$ cat src/rtl/mac_rx_pkg.sv
// Shared definitions for the RMII receive filter: FSM states, status bit
// positions, CRC-32 constants and the byte-wise reflected CRC update.
package mac_rx_pkg;

   typedef enum logic [2:0] {
      ST_IDLE       = 3'd0,
      ST_DMAC       = 3'd1,
      ST_SMAC       = 3'd2,
      ST_TYPE       = 3'd3,
      ST_PAYLOAD    = 3'd4,
      ST_DROP       = 3'd5,
      ST_FINISH     = 3'd6,
      ST_FINISH_ADD = 3'd7
   } state_t;

   // Bit positions inside om_status
   localparam int unsigned DMAC_ERR = 32'd0;
   localparam int unsigned TYPE_ERR = 32'd1;
   localparam int unsigned LEN_ERR  = 32'd2;
   localparam int unsigned FCS_ERR  = 32'd3;

   localparam logic [31:0] CRC_POLY    = 32'h04C1_1DB7;
   localparam logic [31:0] CRC_INIT    = 32'hFFFF_FFFF;
   localparam logic [31:0] CRC_RESIDUE = 32'hDEBB_20E3;
   localparam logic [47:0] BCAST_ADDR  = 48'hFFFF_FFFF_FFFF;

   // One byte of the LSB-first (reflected) CRC-32; the polynomial is mirrored
   // on the fly so only the textbook form needs to be written down.
   function automatic logic [31:0] crc32_upd(input logic [31:0] crc, input logic [7:0] data);
      logic [31:0] poly_refl;
      logic [31:0] c;
      for (int i = 0; i < 32; i++) begin
         poly_refl[i] = CRC_POLY[31 - i];
      end
      c = crc;
      for (int i = 0; i < 8; i++) begin
         if (c[0] ^ data[i]) begin
            c = {1'b0, c[31:1]} ^ poly_refl;
         end else begin
            c = {1'b0, c[31:1]};
         end
      end
      return c;
   endfunction

endpackage

$ cat src/rtl/mac_rx_filter_crc32_d8.sv
// Byte-serial CRC-32 accumulator (reflected, preset to all-ones). The register
// is not inverted at the end, so a frame with a correct FCS leaves CRC_RESIDUE.
module crc32_d8
   import mac_rx_pkg::*;
(
   input  logic        i_clk,
   input  logic        i_rst,
   input  logic        i_clr,
   input  logic        i_en,
   input  logic [7:0]  im_byte,
   output logic [31:0] om_crc
);

   logic [31:0] crc_r;

   // Preset on reset or new frame, fold in one byte per enabled strobe
   always_ff @(posedge i_clk) begin
      if (i_rst || i_clr) begin
         crc_r <= CRC_INIT;
      end else if (i_en) begin
         crc_r <= crc32_upd(crc_r, im_byte);
      end else begin
         crc_r <= crc_r;
      end
   end

   assign om_crc = crc_r;

endmodule

$ cat src/rtl/mac_rx_filter.sv
// RMII receive filter: checks DMAC and EtherType, writes the payload into a
// dual-port buffer and reports length/status per frame.
// Optional FCS check enabled by defining MAC_RX_FCS_CHK_EN.
module mac_rx_filter
   import mac_rx_pkg::*;
#(
   parameter int          ADDR_W        = 11,
   parameter int          MAX_PAYLOAD   = 1500,
   parameter int          MIN_PAYLOAD   = 46,
   parameter logic [15:0] TYPE_PROTOCOL = 16'h008A,
   parameter bit          BCAST_ACCEPT  = 1'b1
)(
   input  logic              i_clk,
   input  logic              i_rst,
   input  logic              i_frm_start,
   input  logic              i_frm_act,
   input  logic              i_byte_vld,
   input  logic [7:0]        im_byte,
   input  logic [47:0]       im_dmac_addr,
   output logic              o_wren,
   output logic [ADDR_W-1:0] om_wraddr,
   output logic [7:0]        om_wrdata,
   output logic              o_done,
   output logic [ADDR_W-1:0] om_len,
   output logic [3:0]        om_status,
   output logic              o_data_ready
);

`ifdef MAC_RX_FCS_CHK_EN
   localparam int FCS_N = 4;
`else
   localparam int FCS_N = 0;
`endif
   // Buffer write limit: the FCS bytes are stored on top of MAX_PAYLOAD
   localparam logic [ADDR_W-1:0] LIMIT_L = ADDR_W'(MAX_PAYLOAD + FCS_N);
   localparam logic [ADDR_W-1:0] MIN_L   = ADDR_W'(MIN_PAYLOAD);

   state_t            state_r;
   logic              frm_act_d_r;
   logic [47:0]       hdr_r;
   logic [2:0]        hdr_cnt_r;
   logic [ADDR_W-1:0] cnt_r;
   logic [3:0]        err_r;
   logic              pl_seen_r;
   logic              wren_r;
   logic [ADDR_W-1:0] wraddr_r;
   logic [7:0]        wrdata_r;
   logic              done_r;
   logic [ADDR_W-1:0] len_r;
   logic [3:0]        status_r;
   logic              ready_r;

   logic              fall_s;
   logic [47:0]       hdr_cand_s;
   logic              dmac_ok_s;
   logic              type_ok_s;
   logic [ADDR_W-1:0] len_s;
   logic              fcs_bad_s;
   logic [3:0]        fin_status_s;

   assign fall_s     = frm_act_d_r & ~i_frm_act;
   assign hdr_cand_s = {hdr_r[39:0], im_byte};
   assign dmac_ok_s  = (hdr_cand_s == im_dmac_addr) || (BCAST_ACCEPT && (hdr_cand_s == BCAST_ADDR));
   assign type_ok_s  = (hdr_cand_s[15:0] == TYPE_PROTOCOL);

`ifdef MAC_RX_FCS_CHK_EN
   logic        crc_en_s;
   logic [31:0] crc_s;

   // CRC covers every header and payload byte that the FSM accepts
   always_comb begin
      crc_en_s = 1'b0;
      case (state_r)
         ST_DMAC, ST_SMAC, ST_TYPE: crc_en_s = i_byte_vld & ~i_frm_start & ~fall_s;
         ST_PAYLOAD:                crc_en_s = i_byte_vld & ~i_frm_start & ~fall_s & (cnt_r < LIMIT_L);
         default:                   crc_en_s = 1'b0;
      endcase
   end

   crc32_d8 u_crc (
      .i_clk   (i_clk),
      .i_rst   (i_rst),
      .i_clr   (i_frm_start),
      .i_en    (crc_en_s),
      .im_byte (im_byte),
      .om_crc  (crc_s)
   );
`endif

   // Final length and status presented when the frame closes
   always_comb begin
      len_s     = cnt_r;
      fcs_bad_s = 1'b0;
`ifdef MAC_RX_FCS_CHK_EN
      len_s     = (cnt_r >= ADDR_W'(FCS_N)) ? (cnt_r - ADDR_W'(FCS_N)) : {ADDR_W{1'b0}};
      // An overflowed frame is already bad; its CRC stopped with the writes
      fcs_bad_s = pl_seen_r & ~err_r[LEN_ERR] & (crc_s != CRC_RESIDUE);
`endif
      fin_status_s          = err_r;
      fin_status_s[LEN_ERR] = err_r[LEN_ERR] | (pl_seen_r & (len_s < MIN_L));
      fin_status_s[FCS_ERR] = err_r[FCS_ERR] | fcs_bad_s;
   end

   // Frame parser FSM with all outputs registered
   always_ff @(posedge i_clk) begin
      if (i_rst) begin
         state_r     <= ST_IDLE;
         frm_act_d_r <= 1'b0;
         hdr_r       <= 48'h0;
         hdr_cnt_r   <= 3'd0;
         cnt_r       <= {ADDR_W{1'b0}};
         err_r       <= 4'b0000;
         pl_seen_r   <= 1'b0;
         wren_r      <= 1'b0;
         wraddr_r    <= {ADDR_W{1'b0}};
         wrdata_r    <= 8'h00;
         done_r      <= 1'b0;
         len_r       <= {ADDR_W{1'b0}};
         status_r    <= 4'b0000;
         ready_r     <= 1'b0;
      end else begin
         frm_act_d_r <= i_frm_act;
         done_r      <= 1'b0;
         wren_r      <= 1'b0;
         if (i_frm_start) begin
            // New SFD wins over anything in flight; pending write is flushed
            state_r   <= ST_DMAC;
            hdr_cnt_r <= 3'd0;
            cnt_r     <= {ADDR_W{1'b0}};
            err_r     <= 4'b0000;
            pl_seen_r <= 1'b0;
            ready_r   <= 1'b0;
         end else begin
            case (state_r)
               ST_IDLE: begin
                  ready_r <= 1'b0;
               end
               ST_DMAC: begin
                  if (fall_s) begin
                     err_r[LEN_ERR] <= 1'b1;
                     state_r        <= ST_FINISH;
                  end else if (i_byte_vld) begin
                     hdr_r <= hdr_cand_s;
                     if (hdr_cnt_r == 3'd5) begin
                        hdr_cnt_r <= 3'd0;
                        if (dmac_ok_s) begin
                           state_r <= ST_SMAC;
                        end else begin
                           err_r[DMAC_ERR] <= 1'b1;
                           state_r         <= ST_DROP;
                        end
                     end else begin
                        hdr_cnt_r <= hdr_cnt_r + 3'd1;
                     end
                  end
               end
               ST_SMAC: begin
                  if (fall_s) begin
                     err_r[LEN_ERR] <= 1'b1;
                     state_r        <= ST_FINISH;
                  end else if (i_byte_vld) begin
                     if (hdr_cnt_r == 3'd5) begin
                        hdr_cnt_r <= 3'd0;
                        state_r   <= ST_TYPE;
                     end else begin
                        hdr_cnt_r <= hdr_cnt_r + 3'd1;
                     end
                  end
               end
               ST_TYPE: begin
                  if (fall_s) begin
                     err_r[LEN_ERR] <= 1'b1;
                     state_r        <= ST_FINISH;
                  end else if (i_byte_vld) begin
                     hdr_r <= hdr_cand_s;
                     if (hdr_cnt_r == 3'd1) begin
                        hdr_cnt_r <= 3'd0;
                        if (type_ok_s) begin
                           pl_seen_r <= 1'b1;
                           state_r   <= ST_PAYLOAD;
                        end else begin
                           err_r[TYPE_ERR] <= 1'b1;
                           state_r         <= ST_DROP;
                        end
                     end else begin
                        hdr_cnt_r <= hdr_cnt_r + 3'd1;
                     end
                  end
               end
               ST_PAYLOAD: begin
                  if (fall_s) begin
                     state_r <= ST_FINISH;
                  end else if (i_byte_vld) begin
                     if (cnt_r < LIMIT_L) begin
                        wren_r   <= 1'b1;
                        wraddr_r <= cnt_r;
                        wrdata_r <= im_byte;
                        cnt_r    <= cnt_r + {{(ADDR_W-1){1'b0}}, 1'b1};
                     end else begin
                        err_r[LEN_ERR] <= 1'b1;
                        state_r        <= ST_DROP;
                     end
                  end
               end
               ST_DROP: begin
                  if (!i_frm_act) begin
                     state_r <= ST_FINISH;
                  end
               end
               ST_FINISH: begin
                  done_r   <= 1'b1;
                  len_r    <= len_s;
                  status_r <= fin_status_s;
                  ready_r  <= (fin_status_s == 4'b0000);
                  state_r  <= ST_FINISH_ADD;
               end
               ST_FINISH_ADD: begin
                  state_r <= ST_IDLE;
               end
               default: begin
                  state_r <= ST_IDLE;
               end
            endcase
         end
      end
   end

   assign o_wren       = wren_r;
   assign om_wraddr    = wraddr_r;
   assign om_wrdata    = wrdata_r;
   assign o_done       = done_r;
   assign om_len       = len_r;
   assign om_status    = status_r;
   assign o_data_ready = ready_r;

endmodule

$ cat config.mk
export PLATFORM = sky130hd
export DESIGN_NAME = mac_rx_filter
export DESIGN_NICKNAME = d
export VERILOG_FILES = /design/src/rtl/mac_rx_pkg.sv /design/src/rtl/mac_rx_filter_crc32_d8.sv /design/src/rtl/mac_rx_filter.sv
export SDC_FILE = /design/constraint.sdc
export NUM_CORES = 1
export LEC_CHECK = 0
export CAP_MARGIN = 20
export CORE_MARGIN = 5
export CORE_UTILIZATION = 40
export DETAILED_ROUTE_END_ITERATION = 10
export PLACE_DENSITY = 0.65
export SETUP_SLACK_MARGIN = 0.15
export SLEW_MARGIN = 20
export SYNTH_ARGS = -nofsm -noshare
export SYNTH_HDL_FRONTEND = slang
export SYNTH_HIERARCHICAL = 1
export SYNTH_SLANG_ARGS = --single-unit
$ cat constraint.sdc
create_clock -name i_clk -period 2.2 [get_ports i_clk]
set_input_delay 0.44 -clock i_clk [delete_from_list [all_inputs] [get_ports i_clk]]
set_output_delay 0.44 -clock i_clk [all_outputs]
set_load 0.05 [all_outputs]
# [Word-level counts from Yosys, hierarchy flattened]
# Index checks and enable logic that the tools add are counted.
[totals] ff_bits=98 out_inout_bits=37 elab_cells=125
[op_classes] n_addsub=2 order_cmp=2 eq_ne=38 n_mux=32 n_bitwise=10 reduce_logical=24
[op_table] operator="$mux 3" n=20
[op_table] operator="$eq 48x48->1" n=1
[op_table] operator="$eq 48x48->1 const B" n=1
[op_table] operator="$ne 4x4->1 const B" n=8
[op_table] operator="$reduce_and 5->1" n=6
[op_table] operator="$ne 3x3->1 const B" n=9
[op_table] operator="$pmux 3 s7" n=1
[op_table] operator="$reduce_and 10->1" n=2
[op_table] operator="$eq 16x8->1 const B" n=1
[op_table] operator="$eq 3x3->1 const B" n=5
[op_table] operator="$ne 2x2->1 const B" n=7
[op_table] operator="$add 11x1->11 const B" n=1
[op_table] operator="$lt 11x11->1 const B" n=1
[op_table] operator="$lt 11x6->1 const B" n=1
[op_table] operator="$mux 1" n=8
[op_table] operator="$reduce_and 4->1" n=2
[op_table] operator="$reduce_bool 8->1" n=1
[op_table] operator="$not 1->1" n=7
[op_table] operator="$reduce_bool 7->1" n=1
[op_table] operator="$eq 3x1->1 const B" n=2
[op_table] operator="$eq 3x2->1 const B" n=2
[op_table] operator="$pmux 3 s2" n=1
[op_table] operator="$reduce_bool 2->1" n=3
[op_table] operator="$reduce_or 2->1" n=3
[op_table] operator="other kinds (11)" n=14

# [Longest topological paths before layout]
[depth] ltp_word=8 mapped_depth=8 depth_no_buf=8

# [Worst setup path before layout]
# No wires, ideal clock.
[synth_path] path_type="register to register" startpoint="reg hdr_cnt_r[0]" endpoint="reg state_r[0]" setup_time_ns=0.139 arrival_ns=1.657 setup_slack_ns=0.403 path_stages_with_launch=8 path_buffers=0 cell_sequence="dfxtp_1 ha_1 and4b_1 nor3b_1 o22ai_1 o311ai_4 nor4_1 a221oi_1"
[synth_between] elab_chain_cells=3 word_cells_on_any_way=6 cone_classes="5 x eq/ne; 1 x reduce/logical"
[synth_rtl] element="start, declared" line_no="mac_rx_filter.sv:41" text="logic [2:0] hdr_cnt_r;"
[synth_rtl] element="start signal, assigned" line_no="mac_rx_filter.sv:153" text="hdr_cnt_r <= hdr_cnt_r + 3'd1;"
[synth_rtl] element="start signal, assigned" line_no="mac_rx_filter.sv:166" text="hdr_cnt_r <= hdr_cnt_r + 3'd1;"
[synth_rtl] element="start signal, assigned" line_no="mac_rx_filter.sv:186" text="hdr_cnt_r <= hdr_cnt_r + 3'd1;"
[synth_rtl] element="$eq 3x1->1 / $eq 3x3->1 (equally long branches)" line_no="mac_rx_filter.sv:176, mac_rx_filter.sv:144, mac_rx_filter.sv:162"
[synth_rtl] element="$ne 4x4->1 (no line)"
[synth_rtl] element="$reduce_and 10->1 (no line) *"
[synth_rtl] element="end signal, assigned" line_no="mac_rx_filter.sv:173" text="state_r <= ST_FINISH;"
[synth_rtl] element="end signal, assigned" line_no="mac_rx_filter.sv:180" text="state_r <= ST_PAYLOAD;"
[synth_rtl] element="end signal, assigned" line_no="mac_rx_filter.sv:183" text="state_r <= ST_DROP;"
[synth_rtl] element="end, declared" line_no="mac_rx_filter.sv:38" text="state_t state_r;"
# Every way passes the cells marked *; elsewhere a longest branch is shown, timed or not.
# A chain may end at the register's enable or synchronous reset.

# [Final worst setup path]
[layout_path] startpoint="in im_byte[2]" endpoint="reg state_r[1]"
[layout_between] elab_chain_cells=7 word_cells_on_any_way=8 cone_classes="2 x eq/ne; 5 x mux; 1 x reduce/logical"
[layout_rtl] element="start, declared" line_no="mac_rx_filter.sv:18" text="input logic [7:0] im_byte,"
[layout_rtl] element="$eq 48x48->1" line_no="mac_rx_filter.sv:63" text="assign dmac_ok_s = (hdr_cand_s == im_dmac_addr) || (BCAST_ACCEPT && (hdr_cand_s == BCAST_ADDR));"
[layout_rtl] element="$logic_or 1x1->1 *" line_no="mac_rx_filter.sv:63"
[layout_rtl] element="$mux 3 *" line_no="mac_rx_filter.sv:146" text="if (dmac_ok_s) begin"
[layout_rtl] element="$mux 3 *" line_no="mac_rx_filter.sv:144" text="if (hdr_cnt_r == 3'd5) begin"
[layout_rtl] element="$mux 3 *" line_no="mac_rx_filter.sv:142" text="end else if (i_byte_vld) begin"
[layout_rtl] element="$mux 3 *" line_no="mac_rx_filter.sv:139" text="if (fall_s) begin"
[layout_rtl] element="$pmux 3 s7 *" line_no="mac_rx_filter.sv:134" text="case (state_r)"
[layout_rtl] element="end signal, assigned" line_no="mac_rx_filter.sv:141" text="state_r <= ST_FINISH;"
[layout_rtl] element="end signal, assigned" line_no="mac_rx_filter.sv:147" text="state_r <= ST_SMAC;"
[layout_rtl] element="end signal, assigned" line_no="mac_rx_filter.sv:150" text="state_r <= ST_DROP;"
# Every way passes the cells marked *; elsewhere a longest branch is shown, timed or not. The select of a mux whose other input is x is not followed.

==> results.sh <==
export IMPL_status="completed"
export IMPL_worstPathArrival_ps=2330
export IMPL_vias=4238
export IMPL_wl_met1_mm=5.73
export IMPL_endpoint_kind="flop"
export IMPL_required_ps=2490
export IMPL_grt_ovfl_total=0
export IMPL_min_delay_start="om_len[4]"
export IMPL_netlist_area_sq_um=4550
export IMPL_io_pins=98
export IMPL_wirelength_mm=13.4
export IMPL_synthTopCellsByArea="dfxtp_1, xor2_1, nand2_1, a21oi_1, mux2i_1"
export IMPL_yosysUniqueCellTypes=45
export IMPL_maxSlewViolCount=0
export IMPL_timing_final_crit_period_ps=2040
export IMPL_route_met3_wl_um=896
export IMPL_rr_worst_depth=8
export IMPL_insertion_delay_ps=350
export IMPL_synth_flop_cell="dfxtp_1"
export IMPL_fin_cells=817
export IMPL_hold_viol_final=0
export IMPL_grt_pass1_vias=4128
export IMPL_crit_top_cell="buf_4"
export IMPL_gp_congestion=0.977
export IMPL_p_total_mw=3.77
export IMPL_grt_usage_pct=19.1
export IMPL_synthCells=552
export IMPL_first_iter_violations=264
export IMPL_cpMaxStageDelayCell="clkdlybuf4s50_1"
export IMPL_num_rows=39
export IMPL_cap_violations=0
export IMPL_clkTransAtPathRegs_ps=70
export IMPL_final_common_cell="nand2_1"
export IMPL_clockBufferDepth=2
export IMPL_antenna_found_initial=0
export IMPL_slew_headroom_pct=45.8
export IMPL_synth_top_area_share_pct=43.1
export IMPL_place_inst=796
export IMPL_syn_num_nets=616
export IMPL_synthArstFlopShare_pct=0
export IMPL_worst_slack_ps=156
export IMPL_maxUsedRoutingLayer="met4"
export IMPL_finalCritPeriodShare_pct=92.9
export IMPL_grt_max_degree=78
export IMPL_r2r_end="state_r[0]"
export IMPL_fill_cells=1038
export IMPL_rsz0062_at_grt="yes"
export IMPL_whs_path_depth=2
export IMPL_first_pass_iters=4
export IMPL_fin_skew_ps=6.88
export IMPL_cp_start_kind="input pin"
export IMPL_power_density_nw_per_um2=599
export IMPL_avgViaCountPerCell=5.19
export IMPL_area_growth_pct=38.5
export IMPL_tritoncts="yes"
export IMPL_reg2reg_from="hdr_cnt_r[0]"
export IMPL_diodes=0
export IMPL_p_leak_nw=2.25
export IMPL_seq_area_frac_synth_pct=43.1
export IMPL_critPathMaxFanout=4
export IMPL_setup_viol=0
export IMPL_hp_class="flop to flop"
export IMPL_final_nets=733
export IMPL_grt_pass1_wl_mm=20.5
export IMPL_yosys_register_bits=98
export IMPL_setup_tns_final_ps=0
export IMPL_dp_hpwl_mm=9.70
export IMPL_cts_hold_buffers_added=0
export IMPL_layout_common_cells="nand2_1, dfxtp_1, clkdlybuf4s50_1"
export IMPL_portBuffers=96
export IMPL_avgSynthCellArea_sq_um=8.24
export IMPL_htree_levels=3
export IMPL_synth_top_area_cell="dfxtp_1"
export IMPL_preCtsSetupSlack_ps=-273
export IMPL_rrSetupSlack_ps=250
export IMPL_drcViolationCount=0
export IMPL_path_class="input pin to flop"
export IMPL_fmax_mhz=489
export IMPL_core_sq_um=11300
export IMPL_tightest_slew_ps=813
export IMPL_wl_met2_mm=6.43
export IMPL_wl_per_cell_um=16.4
export IMPL_clock_sinks=98
export IMPL_vdd_ir_drop_max_mv=0.363
export IMPL_path_cells="clkdlybuf4s50_1 -> buf_4 -> xor2_2 -> nor4_2 -> nand4_1 -> o31ai_2 -> buf_4 -> or3_1 -> and4b_1"
export IMPL_clock_root_buffer="clkbuf_16"
export IMPL_die_h_um=117
export IMPL_numCtsBuffers=9
export IMPL_fp_dieW_um=117
export IMPL_drive_above_1_share_pct=11.9
export IMPL_slowest_delay_ps=460
export IMPL_drtAntennaViolNets=0
export IMPL_start_util_pct=40.3
export IMPL_hold_end="om_len[4]"
export IMPL_dieArea_sq_um=13600
export IMPL_synth_edff_count=0
export IMPL_yosys_warnings=6
-- report_power, final --
| group | internal (mW) | leakage (nW) | switching (mW) |
|---|---|---|---|
| combinational | 0.209 | 1.32 | 0.195 |
| sequential | 1.79 | 0.791 | 0.0163 |
| clock | 0.823 | 0.140 | 0.742 |
| total | 2.82 | 2.25 | 0.954 |
-- kinds of logic after synthesis --
kind of cell             after synthesis  synth area share [%]
AND/OR/NAND/NOR                      245                  25.3
flip-flops                            98                  43.1
AO/OA/AOI/OAI                         89                  11.2
XOR/XNOR                              57                  11.0
buffers and inverters                 39                  4.15
multiplexers                          20                  4.40
adder cells (fa/ha/maj)                3                 0.825
other                                  1                0.0825
-- worst max-delay path by stage --
stage                       from          to  slack [ps]  cells past startpoint
finish                im_byte[2]  state_r[1]         160                      9
global route          im_byte[1]  state_r[1]         100                      9
CTS                   im_byte[2]  state_r[1]         150                      9
detailed placement    im_byte[4]  state_r[0]        -270                      7
global placement      im_byte[4]  state_r[0]        -280                      7
floorplan           hdr_cnt_r[0]  state_r[0]         400                      7
-- cell type report --
type                    count  area [sq um]  area share [%]
clock buffers              10           239            3.79
clock inverters             6          55.1           0.874
inverters                   8          30.0           0.477
multi-input cells         415          2480            39.4
flip-flops and latches     98          1960            31.2
well taps                 143           179            2.84
repair buffers            137          1350            21.4
-- synth_stat cells (4+ instances only) --
master,number
dfxtp_1,98
nand4_1,16
or3_1,5
o21ai_0,7
buf_2,7
nor2_1,47
nor2b_1,5
mux2i_1,20
buf_6,4
inv_1,8
nor3_1,6
nand3_1,8
a311oi_1,4
clkbuf_1,19
a21oi_1,67
nand2_1,116
nor4_1,19
and3_1,4
xnor2_1,4
xor2_1,53
-- critical path: cells and delay by family --
kind                      cells  cell delay, ps
AOI/OAI and AO/OA             1             270
xor gates and xnor gates      1             170
buffers and inverters         3             810
and+or+nand+nor               4             630
-- flip-flops by register name (all words and copies together) (netlist names) --
register,cells
o_data_ready,1
o_wren,1
state_r,3
hdr_r,40
om_status,3
pl_seen_r,1
o_done,1
om_len,11
om_wrdata,8
om_wraddr,11
frm_act_d_r,1
cnt_r,11
hdr_cnt_r,3
err_r,3
-- per-stage QoR --
| step | utilization [%] | cell area [sq um] | hold slack (ps) |
|---|---|---|---|
| after CTS | 54.8 | 6170 | 461 |
| after floorplan | - | 4550 | 429 |
| final | 55.9 | 6300 | 461 |
| after global routing | 55.9 | 6300 | 484 |
| after global placement | 51.9 | 5850 | 445 |
| after detailed placement | 51.9 | 5850 | 451 |
-- routing by layer --
| metal | vias to the layer above | global-route usage [%] |
|---|---|---|
| met5 | - | 0 |
| met4 | 0 | 7.19 |
| met3 | 25 | 4.35 |
| met2 | 120 | 33.3 |
| met1 | 1974 | 22.9 |
| li1 | 2119 | - |
-- repair_timing --
item / in CTS / in global routing
cloned: 0 / 2
pin swaps: 1 / 4
gates resized for setup: 6 / 11
endpoints found under the hold margin: 0 / 0
buffers inserted: 0 / 3
setup endpoints to repair: 2 / 40
Power figures use the tool's default switching activity.
